$ cat src/rtl/freq_meas_pkg.sv
// rtl/freq_meas_pkg.sv - shared widths, saturation value and FSM states for freq_calc
package freq_meas_pkg;
  localparam int PERIOD_W = 32;
  localparam int CYC_W    = 16;
  localparam int NUM_W    = 48;
  localparam int FREQ_W   = 32;

  localparam logic [FREQ_W-1:0] SAT_VAL = 32'hFFFF_FFFF;

  typedef enum logic [1:0] {
    IDLE,
    MUL,
    DIV,
    DONE
  } state_t;
endpackage

$ cat src/rtl/seq_divider.sv
// rtl/seq_divider.sv - bit-serial restoring divider, one quotient bit per cycle, MSB first
module seq_divider
  import freq_meas_pkg::*;
#(
  parameter int N_W = NUM_W,
  parameter int D_W = PERIOD_W
) (
  input  logic           clk,
  input  logic           rst,
  input  logic           start,
  input  logic [N_W-1:0] numerator,
  input  logic [D_W-1:0] denominator,
  output logic           done,
  output logic [N_W-1:0] quotient
);
  localparam int CNT_W = $clog2(N_W);

  logic [N_W-1:0]   num_q;
  logic [N_W-1:0]   quo_q;
  logic [D_W:0]     rem_q;
  logic [D_W-1:0]   den_q;
  logic [CNT_W-1:0] cnt_q;
  logic             busy;
  logic [D_W:0]     rem_sh;
  logic [D_W:0]     rem_nxt;
  logic             take;

  // quotient is the value after this cycle's iteration, so it is final while done is high
  always_comb begin
    rem_sh   = {rem_q[D_W-1:0], num_q[N_W-1]};
    take     = (rem_sh >= {1'b0, den_q});
    rem_nxt  = take ? (rem_sh - {1'b0, den_q}) : rem_sh;
    quotient = {quo_q[N_W-2:0], take};
    done     = busy && (cnt_q == '0);
  end

  always_ff @(posedge clk) begin
    if (rst) begin
      num_q <= '0;
      quo_q <= '0;
      rem_q <= '0;
      den_q <= '0;
      cnt_q <= '0;
      busy  <= 1'b0;
    end else if (start) begin
      num_q <= numerator;
      den_q <= denominator;
      quo_q <= '0;
      rem_q <= '0;
      cnt_q <= CNT_W'(N_W - 1);
      busy  <= 1'b1;
    end else if (busy) begin
      num_q <= {num_q[N_W-2:0], 1'b0};
      rem_q <= rem_nxt;
      quo_q <= quotient;
      cnt_q <= cnt_q - CNT_W'(1);
      if (cnt_q == '0) begin
        busy <= 1'b0;
      end
    end
  end
endmodule

$ cat src/rtl/freq_calc.sv
// rtl/freq_calc.sv - converts a gated period count into a saturated frequency in Hz
module freq_calc
  import freq_meas_pkg::*;
#(
  parameter logic [31:0] PLL_FREQ = 32'd200_000_000
) (
  input  logic                sys_clk,
  input  logic                sys_rst,
  input  logic                meas_valid,
  output logic                meas_ready,
  input  logic [PERIOD_W-1:0] meas_period,
  input  logic [CYC_W-1:0]    meas_cycles,
  output logic                out_valid,
  input  logic                out_ready,
  output logic [FREQ_W-1:0]   freq_hz,
  output logic                freq_sat,
  output logic                freq_err
);
  state_t              state;
  state_t              state_nxt;
  logic [PERIOD_W-1:0] period_q;
  logic [CYC_W-1:0]    cycles_q;
  logic [NUM_W-1:0]    numerator;
  logic [NUM_W-1:0]    quotient;
  logic                div_start;
  logic                div_done;
  logic                quo_ovf;

  assign numerator  = NUM_W'(cycles_q) * NUM_W'(PLL_FREQ);
  assign quo_ovf    = |quotient[NUM_W-1:FREQ_W];
  assign meas_ready = (state == IDLE);

  always_comb begin
    state_nxt = state;
    div_start = 1'b0;
    case (state)
      IDLE: if (meas_valid) state_nxt = MUL;
      MUL: begin
        if (period_q == '0) begin
          state_nxt = DONE;
        end else begin
          div_start = 1'b1;
          state_nxt = DIV;
        end
      end
      DIV:  if (div_done) state_nxt = DONE;
      DONE: if (out_ready) state_nxt = IDLE;
      default: state_nxt = IDLE;
    endcase
  end

  always_ff @(posedge sys_clk) begin
    if (sys_rst) begin
      state <= IDLE;
    end else begin
      state <= state_nxt;
    end
  end

  always_ff @(posedge sys_clk) begin
    if (sys_rst) begin
      period_q  <= '0;
      cycles_q  <= '0;
      out_valid <= 1'b0;
      freq_hz   <= '0;
      freq_sat  <= 1'b0;
      freq_err  <= 1'b0;
    end else begin
      out_valid <= (state_nxt == DONE);
      if (state == IDLE && meas_valid) begin
        period_q <= meas_period;
        cycles_q <= meas_cycles;
      end
      if (state == MUL && period_q == '0) begin
        freq_hz  <= SAT_VAL;
        freq_sat <= 1'b0;
        freq_err <= 1'b1;
      end
      if (state == DIV && div_done) begin
        freq_hz  <= quo_ovf ? SAT_VAL : quotient[FREQ_W-1:0];
        freq_sat <= quo_ovf;
        freq_err <= 1'b0;
      end
    end
  end

  seq_divider #(
    .N_W(NUM_W),
    .D_W(PERIOD_W)
  ) u_div (
    .clk        (sys_clk),
    .rst        (sys_rst),
    .start      (div_start),
    .numerator  (numerator),
    .denominator(period_q),
    .done       (div_done),
    .quotient   (quotient)
  );
endmodule

$ cat config.mk
export PLATFORM = sky130hd
export DESIGN_NAME = freq_calc
export DESIGN_NICKNAME = d
export VERILOG_FILES = /design/src/rtl/freq_meas_pkg.sv /design/src/rtl/seq_divider.sv /design/src/rtl/freq_calc.sv
export SDC_FILE = /design/constraint.sdc
export NUM_CORES = 1
export LEC_CHECK = 0
export CAP_MARGIN = 0
export CORE_MARGIN = 2
export CORE_UTILIZATION = 59
export CTS_CLUSTER_DIAMETER = 30
export CTS_CLUSTER_SIZE = 25
export DETAILED_ROUTE_END_ITERATION = 6
export DONT_BUFFER_PORTS = 1
export GPL_ROUTABILITY_DRIVEN = 0
export PLACE_DENSITY = 0.82
export SETUP_SLACK_MARGIN = 0.1
export SLEW_MARGIN = 25
export SYNTH_ARGS = -nofsm -noshare
export SYNTH_HDL_FRONTEND = slang
export SYNTH_SLANG_ARGS = --single-unit
$ cat constraint.sdc
create_clock -name sys_clk -period 6.1 [get_ports sys_clk]
set_input_delay 0.305 -clock sys_clk [delete_from_list [all_inputs] [get_ports sys_clk]]
set_output_delay 0.305 -clock sys_clk [all_outputs]
set_load 0.01 [all_outputs]
# == Word level (Yosys, flattened, before mapping) ==
# Index checks and enable logic that the tools add are counted.
# totals
ff_bits,242
input_bits,52
output_inout_bits,36
word_cells,55
# op_classes
add_sub_neg,2
mul,1
magnitude_cmp,1
eq_ne,4
n_mux,20
n_reduce_logical,12
# ops
cell,n
32-bit two-way mux,4
44-bit two-way mux,2
16-bit by 19-bit multiplier with 35-bit output (second input constant),1
33-bit by 32-bit greater-or-equal comparator with 1-bit output,1
32-bit logical NOT,1
32-bit subtractor,1
16-bit OR reduction,1
6-bit two-way mux,2
1-bit two-way mux,8
2-bit case mux with 4 select lines,1
2-bit == test (second input constant),3
6-bit logical NOT,1
2-bit two-way mux,3
6-bit by 1-bit subtractor with 6-bit output (second input constant),1
1-bit logical AND,4
2-bit nonzero test,2
2-bit OR reduction,2
2-bit by 1-bit == test with 1-bit output (second input constant),1
2-bit logical NOT,1

# == Depth between registers and ports, before layout ==
# depth
depth_word,5
depth_mapped,22
depth_no_buf,22

# == Modules after synthesis ==
# From an unflattened synthesis, not the netlist that was laid out.
# hier_totals
cells_unflattened,1987
hier_area_um2,17105.2
# by_module_without_submodules
module,n_inst,cells_per_inst,area_per_inst_um2,seq_area_each_um2
freq_calc,1,975,8662.1,1701.6
seq_divider,1,1012,8443.1,3323.2

# == Worst setup path before layout ==
# Ideal clock, no wire load.
# synth_timing
path_kind,register to register
startpoint,reg cycles_q[4]
endpoint,reg u_div.num_q[42]
setup_time_ns,0.086
t_arrival_ns,5.558
t_required_ns,6.014
setup_slack_ns,0.456
path_stages_with_launch,21
path_buffers,0
synth_period_minus_slack_ns,5.644
path_cell_list,dfxtp_1 -> fa_1 -> inv_1 -> fa_1 -> fa_1 -> inv_1 -> fa_1 -> fa_1 -> inv_1 -> fa_1 -> inv_1 -> ha_1 -> nand4_1 -> nor2_1 -> o311a_1 -> a211oi_1 -> nor3_1 -> o31ai_1 -> o21ai_0 -> xnor2_1 -> a211oi_1
# synth_via
elab_chain_cells,2
# synth_rtl
element,line_no,text
"start, declared",freq_calc.sv:22,logic [CYC_W-1:0] cycles_q;
"start signal, assigned",freq_calc.sv:72,cycles_q <= meas_cycles;
16-bit by 19-bit multiplier with 35-bit output,freq_calc.sv:29,assign numerator = NUM_W'(cycles_q) * NUM_W'(PLL_FREQ);
44-bit two-way mux,seq_divider.sv:45,end else if (start) begin
"end signal, assigned",seq_divider.sv:46,num_q <= numerator;
"end signal, assigned",seq_divider.sv:53,"num_q <= {num_q[N_W-2:0], 1'b0};"
"end, declared",seq_divider.sv:18,logic [N_W-1:0] num_q;
# No other way between the ends.
# A chain may end at the register's enable or synchronous reset.

# == Final worst setup path ==
# layout_timing
startpoint,reg cycles_q[2]
endpoint,reg u_div.num_q[37]
# The elaborated chain is that of the path after synthesis.

==> impl_results.md <==
- Clk sinks: 242
- CP Cell Sequence: fa_2, fa_1, inv_1, fa_1, inv_1, fa_1, fa_1, inv_1, fa_1, inv_1, ha_1, a21o_1, a21o_1, a21oi_1, o21ai_2, a221o_1, a31oi_1, xor2_1, a211oi_1
- M1 GR Usage: 0.3292
- Delay-heaviest family, CP: adder cells
- Die W: 170.5 um
- CTS tree: done
- DP Wirelength: 27830 um
- Reg2Reg Setup Slack: 0.27 ns
- Asr flop ratio synth: 0
- Via count: 13266
- Routed len/inst: 17.10 um
- ANT nets after route: 0
- I/O pin total: 88
- Final period util: 0.9552
- FILL cells: 1946
- Total track usage: 0.2754
- Grt ovf: 0
- Most frequent cells in the layout: nand2_1 (241), dfxtp_1 (241), inv_1 (210), nor2_1 (202), a21oi_1 (151)
- Reg2Reg Launch Point: cycles_q[2]
- Share of cells above drive strength 1: 0.07377
- Post-Syn Instances: 1905
- Initial Util: 0.6032
- YS warnings: 0
- Setup TNS: 0 ns
- Crit end category: flip-flop
- Startpoint Class: flip-flop
- Die height: 170.5 um
- Fin Clk Skew: 0.02720 ns
- Worst EP required: 6.48 ns
- Worst-path clk slew: 0.06 ns
- Port Buf Inserts: 0
- Initial antenna violation count: 0
- Slowest library cell on the worst path: fa_1
- EDFF count, synth: 0
- Core ar.: 27100 um2
- Min Tclk post-route: 5.827 ns
- Least-Margin Pin Slew: 0.9626 ns
- Worst-Skew Late Latency: 0.55 ns
- GRT busiest layer: met2
- Syn_area_per_cell: 8.581 um2
- CP Max Fanout: 6
- Cell area after synthesis: 16350 um2
- Slew headroom: 0.3583
- Area grow syn2layout: 13.91%
- Total power: 7755 uW
- Fin. max-slew vios: 0
- Worst path depth: 19
- # DRC: 0
- Root buffer cell: clkbuf_16
- M2 GR Usage: 0.4897
- Outcome: finished clean
- Slowest stage delay, CP: 0.56 ns
- CP most frequent cell: fa_1
- Synth Flop Type: dfxtp_1
- Crit path launch: cycles_q[2]
- Drt total wl: 39770 um
- Reg-to-Reg End: u_div.num_q[37]
- Final Hold Vio Count: 0
- Grt met3 use: 0.03628
- Vias in the first global route: 13450
- Maxcap violations: 0
- Worst IR Drop VDD: 253.0 uV
- Vias per cell: 5.706
- Yosys cell types: 78
- Synth Register Bits: 242
- Register area share after synthesis: 0.2964
- Achievable Freq: 0.1716 GHz
- H-tree Lvls: 2
- Die footprint: 29050 um2
- Hold Path Class: in2reg
- Setup CP Type: reg2reg
- Reg2Reg Depth: 19
- RSZ-0062 raised after global routing: yes
- DRT Pass-1 Iters: 7
- Row count: 60
- End point of the critical path: u_div.num_q[37]
- Worst path arrival time: 6.21 ns
- Initial DRC Count: 810
- Final setup fails: 0
- First-pass GRT wire length: 64760 um
- Clock buffer depth: 3
- Pwr/cell area: 416.5 nW/um2
- CP bufs+invs: 4
- Mapped Nets: 2216
- Final nets: 2229
- Pleak: 0.008142 uW
- CTS Buf Count: 43
- Largest net degree at the start of global routing: 158
-- repair_timing --
item	4_1_cts	5_1_grt
endpoints found under the setup margin	0	10
setup buffers	0	1
hold buffers	47	0
resized for setup	0	9
hold endpoints to repair	157	0
-- flip-flops by register name, summed over array words and instances (netlist names), 6 cells and up --
name,flops
u_div.quo_q,47
freq_hz,32
cycles_q,16
u_div.num_q,39
u_div.den_q,32
u_div.rem_q,32
u_div.cnt_q,6
period_q,32
-- how the worst min path moves through the flow --
stage / start / endpoint / slack, ns / cells past startpoint
6_report: meas_cycles[4] / cycles_q[4] / 0.02 / 2
3_5_place_dp: sys_rst / cycles_q[14] / 0.40 / 1
5_1_grt: meas_cycles[5] / cycles_q[5] / 0.01 / 2
2_1_floorplan: u_div.den_q[10] / u_div.den_q[10] / 0.44 / 2
4_1_cts: meas_cycles[5] / cycles_q[5] / 0.0008 / 2
3_3_place_gp: sys_rst / cycles_q[11] / 0.39 / 1
-- cell usage after synthesis (3+ instances only) --
| library cell | instances | area, um2 |
|---|---|---|
| inv_1 | 210 | 788.3 |
| ha_1 | 150 | 1877 |
| o31ai_1 | 6 | 45.04 |
| xor2_1 | 11 | 96.34 |
| or3_1 | 8 | 50.05 |
| buf_2 | 7 | 35.03 |
| o21a_1 | 6 | 45.04 |
| nor2_1 | 202 | 758.2 |
| a31oi_1 | 13 | 81.33 |
| nor3_1 | 43 | 215.2 |
| a311oi_2 | 10 | 150.1 |
| a211oi_1 | 46 | 345.3 |
| clkbuf_2 | 3 | 15.01 |
| a21o_1 | 33 | 247.7 |
| and3_1 | 9 | 56.30 |
| fa_1 | 109 | 2182 |
| o2111ai_1 | 4 | 35.03 |
| nand4_1 | 14 | 87.58 |
| nand3_1 | 13 | 65.06 |
| dfxtp_1 | 242 | 4845 |
| a31o_2 | 4 | 35.03 |
| nand2b_1 | 9 | 56.30 |
| and2_1 | 6 | 37.54 |
| o21bai_1 | 5 | 37.54 |
| or2_2 | 5 | 31.28 |
| o21ai_0 | 49 | 245.2 |
| mux2i_1 | 80 | 800.8 |
| nor4_1 | 13 | 81.33 |
| nand2_1 | 243 | 912.1 |
| a21boi_0 | 4 | 30.03 |
| buf_1 | 10 | 37.54 |
| xnor2_1 | 38 | 332.8 |
| a21oi_1 | 151 | 755.7 |
| nor2b_1 | 10 | 62.56 |
| clkbuf_1 | 73 | 274.0 |
| a311oi_1 | 6 | 52.55 |
| o211ai_1 | 8 | 60.06 |
-- final cells by class --
| class | count | area, um2 | area share |
|---|---|---|---|
| well taps | 372 | 465.4 | 0.02500 |
| diodes | 1 | 2.502 | 0.0001344 |
| flip-flops and latches | 242 | 4848 | 0.2604 |
| inverters | 210 | 788.3 | 0.04233 |
| clock inverters | 31 | 385.4 | 0.02070 |
| multi-input cells | 1357 | 10390 | 0.5580 |
| repair buffers | 64 | 615.6 | 0.03306 |
| clock buffers | 48 | 1125 | 0.06041 |
-- report_power, final --
group | internal (uW) | leakage, uW | total, uW | switching [uW]
combinational | 1390 | 0.00545 | 3510 | 2120
sequential | 1680 | 0.00197 | 1770 | 89.9
clock | 1580 | 0.000730 | 2480 | 898
-- layer usage --
layer | part of all wire | vias up | wire length, um
met3 | 0.046 | 121 | 1842
met4 | 0.045 | 0 | 1796
met2 | 0.50 | 375 | 19800
met1 | 0.41 | 6329 | 16330
li1 | - | 6441 | -
met5 | 0 | - | 0
-- per-stage QoR --
stage | instance area [um2] | setup WS [ns] | util | cells | hold WS (ns)
floorplan | 16350 | 0.4560 | - | 1905 | 0.4363
global placement | 16560 | 0.2725 | 0.6110 | 2197 | 0.3936
detailed placement | 16560 | 0.1495 | 0.6110 | 2197 | 0.3991
CTS | 18560 | 0.1174 | 0.6847 | 2323 | 0.0008101
global route | 18620 | 0.08323 | 0.6870 | 2324 | 0.01242
finish | 18620 | 0.2734 | 0.6871 | 2325 | 0.01841
-- cell families after synthesis --
group / Yosys count / synth area share
multiplexers: 81 / 0.04967
XOR/XNOR: 49 / 0.02625
flip-flops: 242 / 0.2964
AO/OA/AOI/OAI: 374 / 0.1499
AND/OR/NAND/NOR: 594 / 0.1574
buffers and inverters: 306 / 0.07218
adder cells (fa/ha/maj): 259 / 0.2483
Note: power is estimated with default switching activity, not from simulation.
